===== config.mk =====
export PLATFORM = sky130hd
export DESIGN_NAME = pipeline_stall_ctrl
export DESIGN_NICKNAME = d
export VERILOG_FILES = /design/src/rtl/pipeline_stall_ctrl.sv
export SDC_FILE = /design/constraint.sdc
export NUM_CORES = 1
export LEC_CHECK = 0
export ABC_AREA = 1
export CAP_MARGIN = 0
export CORE_MARGIN = 2
export CORE_UTILIZATION = 48
export DETAILED_ROUTE_END_ITERATION = 8
export HOLD_SLACK_MARGIN = 0.02
export MAX_ROUTING_LAYER = met4
export PLACE_DENSITY = 0.81
export SLEW_MARGIN = 15
export SYNTH_ARGS = -nofsm -noshare
export SYNTH_HDL_FRONTEND = slang
export SYNTH_SLANG_ARGS = --single-unit
export TNS_END_PERCENT = 100

===== constraint.sdc =====
create_clock -name clk -period 3.58 [get_ports clk]
set_clock_uncertainty 0.2 [all_clocks]
set_input_delay 0.716 -clock clk [delete_from_list [all_inputs] [get_ports clk]]
set_output_delay 0.716 -clock clk [all_outputs]
set_load 0.01 [all_outputs]

===== src/rtl/pipeline_stall_ctrl.sv =====
// Pipeline stall/flush/halt controller for the 5-stage WISC pipeline with a memory-wait watchdog.
// Optional saturating performance counters are enabled by defining STALL_PERF_EN.
module pipeline_stall_ctrl #(
  parameter int unsigned MEM_TIMEOUT = 255,
  parameter int unsigned CNT_W       = 16
) (
  input  logic clk,
  input  logic rst,
  input  logic stall_en,
  input  logic mem_busy,
  input  logic branch_taken,
  input  logic halt_dec,
  input  logic halt_wb,
  output logic pc_we,
  output logic if_id_we,
  output logic if_id_flush,
  output logic id_ex_we,
  output logic id_ex_bubble,
  output logic ex_mem_we,
  output logic mem_wb_we,
  output logic halted,
  output logic mem_err
`ifdef STALL_PERF_EN
  ,
  output logic [CNT_W-1:0] stall_cnt,
  output logic [CNT_W-1:0] flush_cnt,
  output logic [CNT_W-1:0] memwait_cnt
`endif
);

  typedef enum logic [1:0] {
    ST_RUN    = 2'd0,
    ST_DRAIN  = 2'd1,
    ST_HALTED = 2'd2
  } state_e;

  localparam logic [CNT_W-1:0] TIMEOUT_C = CNT_W'(MEM_TIMEOUT);
  localparam logic [CNT_W-1:0] ONE_C     = {{(CNT_W-1){1'b0}}, 1'b1};

  state_e           state_q, state_d;
  logic [CNT_W-1:0] wait_q, wait_d;
  logic             halted_q, halted_d;
  logic             err_q, err_d;

  // Enables and next-state decode; memory freeze outranks every pipeline request.
  always_comb begin
    pc_we        = 1'b0;
    if_id_we     = 1'b0;
    if_id_flush  = 1'b0;
    id_ex_we     = 1'b0;
    id_ex_bubble = 1'b0;
    ex_mem_we    = 1'b0;
    mem_wb_we    = 1'b0;
    state_d      = state_q;
    wait_d       = wait_q;
    err_d        = err_q;
    if (rst) begin
      if_id_flush  = 1'b1;
      id_ex_bubble = 1'b1;
      state_d      = ST_RUN;
      wait_d       = {CNT_W{1'b0}};
      err_d        = 1'b0;
    end else if (state_q == ST_HALTED) begin
      state_d = ST_HALTED;
    end else if (mem_busy) begin
      if (wait_q == TIMEOUT_C) begin
        err_d = 1'b1;
      end else begin
        wait_d = wait_q + ONE_C;
      end
    end else begin
      wait_d = {CNT_W{1'b0}};
      case (state_q)
        ST_RUN: begin
          if (stall_en) begin
            // Branch operands are not ready yet, so a concurrent branch_taken is ignored.
            id_ex_we     = 1'b1;
            id_ex_bubble = 1'b1;
            ex_mem_we    = 1'b1;
            mem_wb_we    = 1'b1;
          end else if (halt_dec) begin
            if_id_we    = 1'b1;
            if_id_flush = 1'b1;
            id_ex_we    = 1'b1;
            ex_mem_we   = 1'b1;
            mem_wb_we   = 1'b1;
            state_d     = ST_DRAIN;
          end else if (branch_taken) begin
            pc_we       = 1'b1;
            if_id_we    = 1'b1;
            if_id_flush = 1'b1;
            id_ex_we    = 1'b1;
            ex_mem_we   = 1'b1;
            mem_wb_we   = 1'b1;
          end else begin
            pc_we     = 1'b1;
            if_id_we  = 1'b1;
            id_ex_we  = 1'b1;
            ex_mem_we = 1'b1;
            mem_wb_we = 1'b1;
          end
          if (halt_wb) begin
            state_d = ST_HALTED;
          end else begin
            state_d = state_d;
          end
        end
        ST_DRAIN: begin
          if_id_we     = 1'b1;
          if_id_flush  = 1'b1;
          id_ex_we     = 1'b1;
          id_ex_bubble = 1'b1;
          ex_mem_we    = 1'b1;
          mem_wb_we    = 1'b1;
          if (halt_wb) begin
            state_d = ST_HALTED;
          end else begin
            state_d = ST_DRAIN;
          end
        end
        default: begin
          state_d = ST_RUN;
        end
      endcase
    end
    halted_d = (state_d == ST_HALTED);
  end

  // Controller state, watchdog and registered status flags.
  always_ff @(posedge clk) begin
    if (rst) begin
      state_q  <= ST_RUN;
      wait_q   <= {CNT_W{1'b0}};
      halted_q <= 1'b0;
      err_q    <= 1'b0;
    end else begin
      state_q  <= state_d;
      wait_q   <= wait_d;
      halted_q <= halted_d;
      err_q    <= err_d;
    end
  end

  assign halted  = halted_q;
  assign mem_err = err_q;

`ifdef STALL_PERF_EN
  function automatic logic [CNT_W-1:0] sat_inc(input logic [CNT_W-1:0] v, input logic en);
    if (en && (v != {CNT_W{1'b1}})) begin
      sat_inc = v + ONE_C;
    end else begin
      sat_inc = v;
    end
  endfunction

  logic             stall_evt_s, flush_evt_s, freeze_evt_s;
  logic [CNT_W-1:0] stall_cnt_q, flush_cnt_q, memwait_cnt_q;

  assign stall_evt_s  = !rst && (state_q == ST_RUN) && !mem_busy && stall_en;
  assign flush_evt_s  = !rst && if_id_we && if_id_flush;
  assign freeze_evt_s = !rst && (state_q != ST_HALTED) && mem_busy;

  // Saturating event counters; no events occur in HALTED so they stay frozen there.
  always_ff @(posedge clk) begin
    if (rst) begin
      stall_cnt_q   <= {CNT_W{1'b0}};
      flush_cnt_q   <= {CNT_W{1'b0}};
      memwait_cnt_q <= {CNT_W{1'b0}};
    end else begin
      stall_cnt_q   <= sat_inc(stall_cnt_q, stall_evt_s);
      flush_cnt_q   <= sat_inc(flush_cnt_q, flush_evt_s);
      memwait_cnt_q <= sat_inc(memwait_cnt_q, freeze_evt_s);
    end
  end

  assign stall_cnt   = stall_cnt_q;
  assign flush_cnt   = flush_cnt_q;
  assign memwait_cnt = memwait_cnt_q;
`endif

endmodule

* After elaboration in Yosys (flattened, before gate mapping)
Cells that the tools add are included.
Word-level totals: memory bits (read-only) 0, register bits 20, RAM bits 0, word-level logic and storage cells 52, bits in latches 0, output and inout bits 9, input port bits 7, memories kept 0
Cells by class: divide/modulo/power cells 0, $mul 0, shifts and indexed selects 0, mux-type cells 37, equality and inequality tests 5, reduce and logical (&&, ||, !) cells 4, magnitude comparators 0, bitwise logic cells 1, add/sub/neg operators 1
Operators by type and width (number):
- 16-bit two-way mux | 2
- 1-bit two-way mux | 24
- 16-bit by 1-bit adder with 16-bit output (second input constant) | 1
- 16-bit by 8-bit == test with 1-bit output (second input constant) | 1
- 2-bit two-way mux | 7
- 1-bit one-hot mux with 2 select lines | 3
- 2-bit == test (second input constant) | 2
- 2-bit one-hot mux with 2 select lines | 1
- 3-bit AND reduction | 1
- 2-bit by 1-bit == test with 1-bit output (second input constant) | 1
- 2-bit logical NOT | 1
- 2-bit inequality test (second input constant) | 1
- 2-bit AND reduction | 1
- 2-bit OR reduction | 1
- 1-bit inverter | 1

* Logic depth before layout (Yosys ltp)
Gate-level depths: netlist of run 1.
depth after elaboration 8, depth in mapped cells 11, gate-level depth less buffers 10

* Worst setup path after synthesis of run 1
OpenSTA, ideal clock, no wires.
path kind input-to-output, start input port rst, end output port if_id_we, data arrival time 1670 ps, data required time 2664 ps, stages 3, path buffers 1, path slack 994 ps, path through clkbuf_1 -> nor3_1 -> o21a_1
On the way: word-level cells in the longest chain between the ends 1
RTL lines:
- start: declaration | line 8 | input logic rst,
- 1-bit two-way mux | line 57 | if (rst) begin
- end: declaration | line 15 | output logic if_id_we,
Every way passes these cells.

* Worst setup path in the final report of run 1
Same ends and word-level chain as after synthesis.

==> run_results.csv, run 1 <==
group,metric,value,unit
outcome,outcome,"finished, final reports clean",
synthesis,syn_inst,197,
route,drt_wl_total,2430,um
sta,period_needed,3.20,ns
cts,clkLatencyLatePin,0.30,ns
synthesis,avgSynthCellArea,6.26,um^2
sta,max_slew_margin,48.3,%
min_path,min-delay-start,"mem_err",
setup_path,required,2.66,ns
synthesis,synth_seq_cells,20,
power,vdd_drop_max,0.000194,V
placed_design,hpwl,1750,um
sta,rsz0062_at_grt,"no",
setup_path,path_max_fanout,5,
sta,tns,0,ns
cts,cts_setup_buffers,0,
final_layout,antennaDiodeCount,0,
synthesis,synth_xor_area_share,2.13,%
route,drtIter0Drc,25,
global_route,grt_pass1_vias,1017,
synthesis,synthesis.area,0.00123,mm^2
synthesis,synth_compound_area_share,8.02,%
flow_run,cap_violations,0,
sta,drv_slew,0,
sta,fin_crit_sh,89.4,%
global_route,grt_pass1_wl,4120,um
placed_design,placement.io_buffers,15,
global_route,antenna_found_initial,0,
global_route,grt_max_degree,21,
setup_path,startpoint_type,"primary input",
synthesis,synth-simple-area-share,43.6,%
floorplanning,die_h,54.7,um
floorplanning,boundaryPins,16,
cts,htreeDepth,1,
cts,clk_pin_slew,0.10,ns
setup_path,startpoint,"rst",
setup_path,rr_startpoint,"state_q[1]",
route,wl_per_cell,10.2,um
route,viasPerCell,4.99,
floorplanning,initial_core_util,50.2,%
floorplanning,rows,18,
final_layout,finish.net_count,218,
min_path,hp-class,"flop to flop",
global_route,grt_use_total,19.3,%
setup_path,r2r_setup_slack,1.48,ns
route,ant_nets,0,
floorplanning,fp.dieW,54.7,um
cts,cts_made_buffers,3,
synthesis,synthesis.nets,205,
sta,hold_violations,0,
sta,setup_violations,0,
power,leakagePower,0.581,nW
synthesis,seq_area_frac_synth,32.5,%
synthesis,synth_top_family_by_area,"simple AND/OR/NAND/NOR gates",
power,power_per_cell_area,280,mW/mm^2
sta,max_freq,0.312,GHz
final_layout,areaGrowthSynthToFinish,13.4,%
route,post-route-drc-count,0,
final_layout,drive_gt1_share,7.69,%
setup_path,crit_type,"primary input to output pin",
floorplanning,core,0.00245,mm^2
route,dr.pass1.iters,4,
sta,whs,0.290,ns
cts,clock-sinks,20,
cts,ctsHoldBuffers,0,
floorplanning,fp.dieArea,0.00299,mm^2
synthesis,yosys_warnings,0,
placed_design,gp_congestion,0.780,
cts,cts_tree,"yes",
sta,tightest_slew,0.774,ns
cts,clk_path_buf_depth,2,
setup_path,critPathArrivalTime,2.29,ns
setup_path,end_kind,"output pin",
global_route,overflow,0,
route,vias,1187,
cts,ctsResizeCount,0,
synthesis,synthMuxAreaShare,0,%
cts,cts.root.buffer_cell,"clkbuf_4",
synthesis,synthAdderAreaFrac,1.02,%
synthesis,synth.distinct_cells,24,
-- logic make-up (layout without fill, tap and decap cells) --
| group | Yosys count | count (layout) |
|---|---|---|
| adders and majority gates | 1 | 1 |
| AOI/OAI and AO/OA | 14 | 14 |
| DFF | 20 | 20 |
| buffers and inverters | 35 | 46 |
| and+or+nand+nor | 124 | 124 |
| xor gates and xnor gates | 3 | 3 |
-- sequential cells by signal, summed over array words and instances, names as in the netlist --
| name | flops |
|---|---|
| halted | 1 |
| mem_err | 1 |
| state_q | 2 |
| wait_q | 16 |
-- placed cells by master, fill, tap and decap left out --
master and n:
o21a_1 2, inv_1 25, nand4_1 6, nand3_1 19, ha_1 1, inv_2 1
nand2_8 1, a21oi_1 2, nand2_1 48, buf_4 2, clkdlybuf4s50_1 15, a21oi_2 6
nand2_2 1, clkbuf_4 3, xor2_1 3, a31oi_1 1, nor2_2 2, nor2_1 43
o21ai_0 3, nor4_1 1, nor3_1 2, nand3b_1 1, dfxtp_1 20
-- metrics by stage --
step | worst slack, ns | power (mW) | cell area (um^2) | utilization [%] | cells
floorplan | 0.994 | 0.268 | 1230 | - | 197
global placement | 0.408 | 0.289 | 1380 | 56.0 | 235
detailed placement | 0.373 | 0.289 | 1380 | 56.0 | 235
CTS | 0.366 | 0.396 | 1400 | 56.9 | 238
global route | 0.276 | 0.410 | 1400 | 56.9 | 238
finish | 0.378 | 0.391 | 1400 | 56.9 | 238
-- report_power, final --
| group | total [mW] | internal (mW) | leakage (nW) | switching (mW) |
|---|---|---|---|---|
| combinational | 0.0550 | 0.0252 | 0.406 | 0.0297 |
| sequential | 0.229 | 0.226 | 0.162 | 0.00350 |
| clock | 0.107 | 0.0392 | 0.0138 | 0.0675 |
-- per-layer routing --
metal  GRT usage, %  wire (um)
met5              -          0
met4           8.33         38
met3           2.73        152
met2           31.0       1010
met1           23.8       1230
-- path summary, 6_finish.rpt --
path                                    to  cells past startpoint
worst max register to register  wait_q[10]                      4
worst max-delay path              if_id_we                      4
worst min register to register     mem_err                      1
worst min-delay path               mem_err                      1
-- worst max-delay path: stages --
cell and delay (ns):
clkdlybuf4s50_1 0.48, nor3_1 0.38, o21a_1 0.18, clkdlybuf4s50_1 0.52
-- cell type report --
| cell class | count | area [um^2] |
|---|---|---|
| inverter | 26 | 97.6 |
| tap | 30 | 37.5 |
| timing repair buffer | 17 | 165 |
| clock buffer | 3 | 22.5 |
| sequential | 20 | 400 |
| multi-input combinational | 142 | 674 |
| fill | 241 | 1060 |
-- cells in the mapped netlist --
cell	instances	area, um^2
nand4_1	6	37.5
buf_2	3	15.0
ha_1	1	12.5
nor2_2	2	12.5
a21oi_2	6	52.6
buf_6	1	11.3
nand2_2	1	6.26
o21a_1	2	15.0
a21oi_1	2	10.0
nand3b_1	1	7.51
nand2_8	1	20.0
inv_1	25	93.8
dfxtp_1	20	400
xor2_1	3	26.3
a31oi_1	1	6.26
o21ai_0	3	15.0
inv_2	1	3.75
nor3_1	2	10.0
nor2_1	43	161
buf_4	4	30.0
nand2_1	48	180
nand3_1	19	95.1
clkbuf_1	1	3.75
nor4_1	1	6.26
Note: power is estimated with default switching activity, not from simulation.
==> run 2: changes to the inputs <==
Settings changed: SLEW_MARGIN 15 to 5.
==> results of run 2 <==
No change in the layout: final DEF, timing and power equal those of run 1.
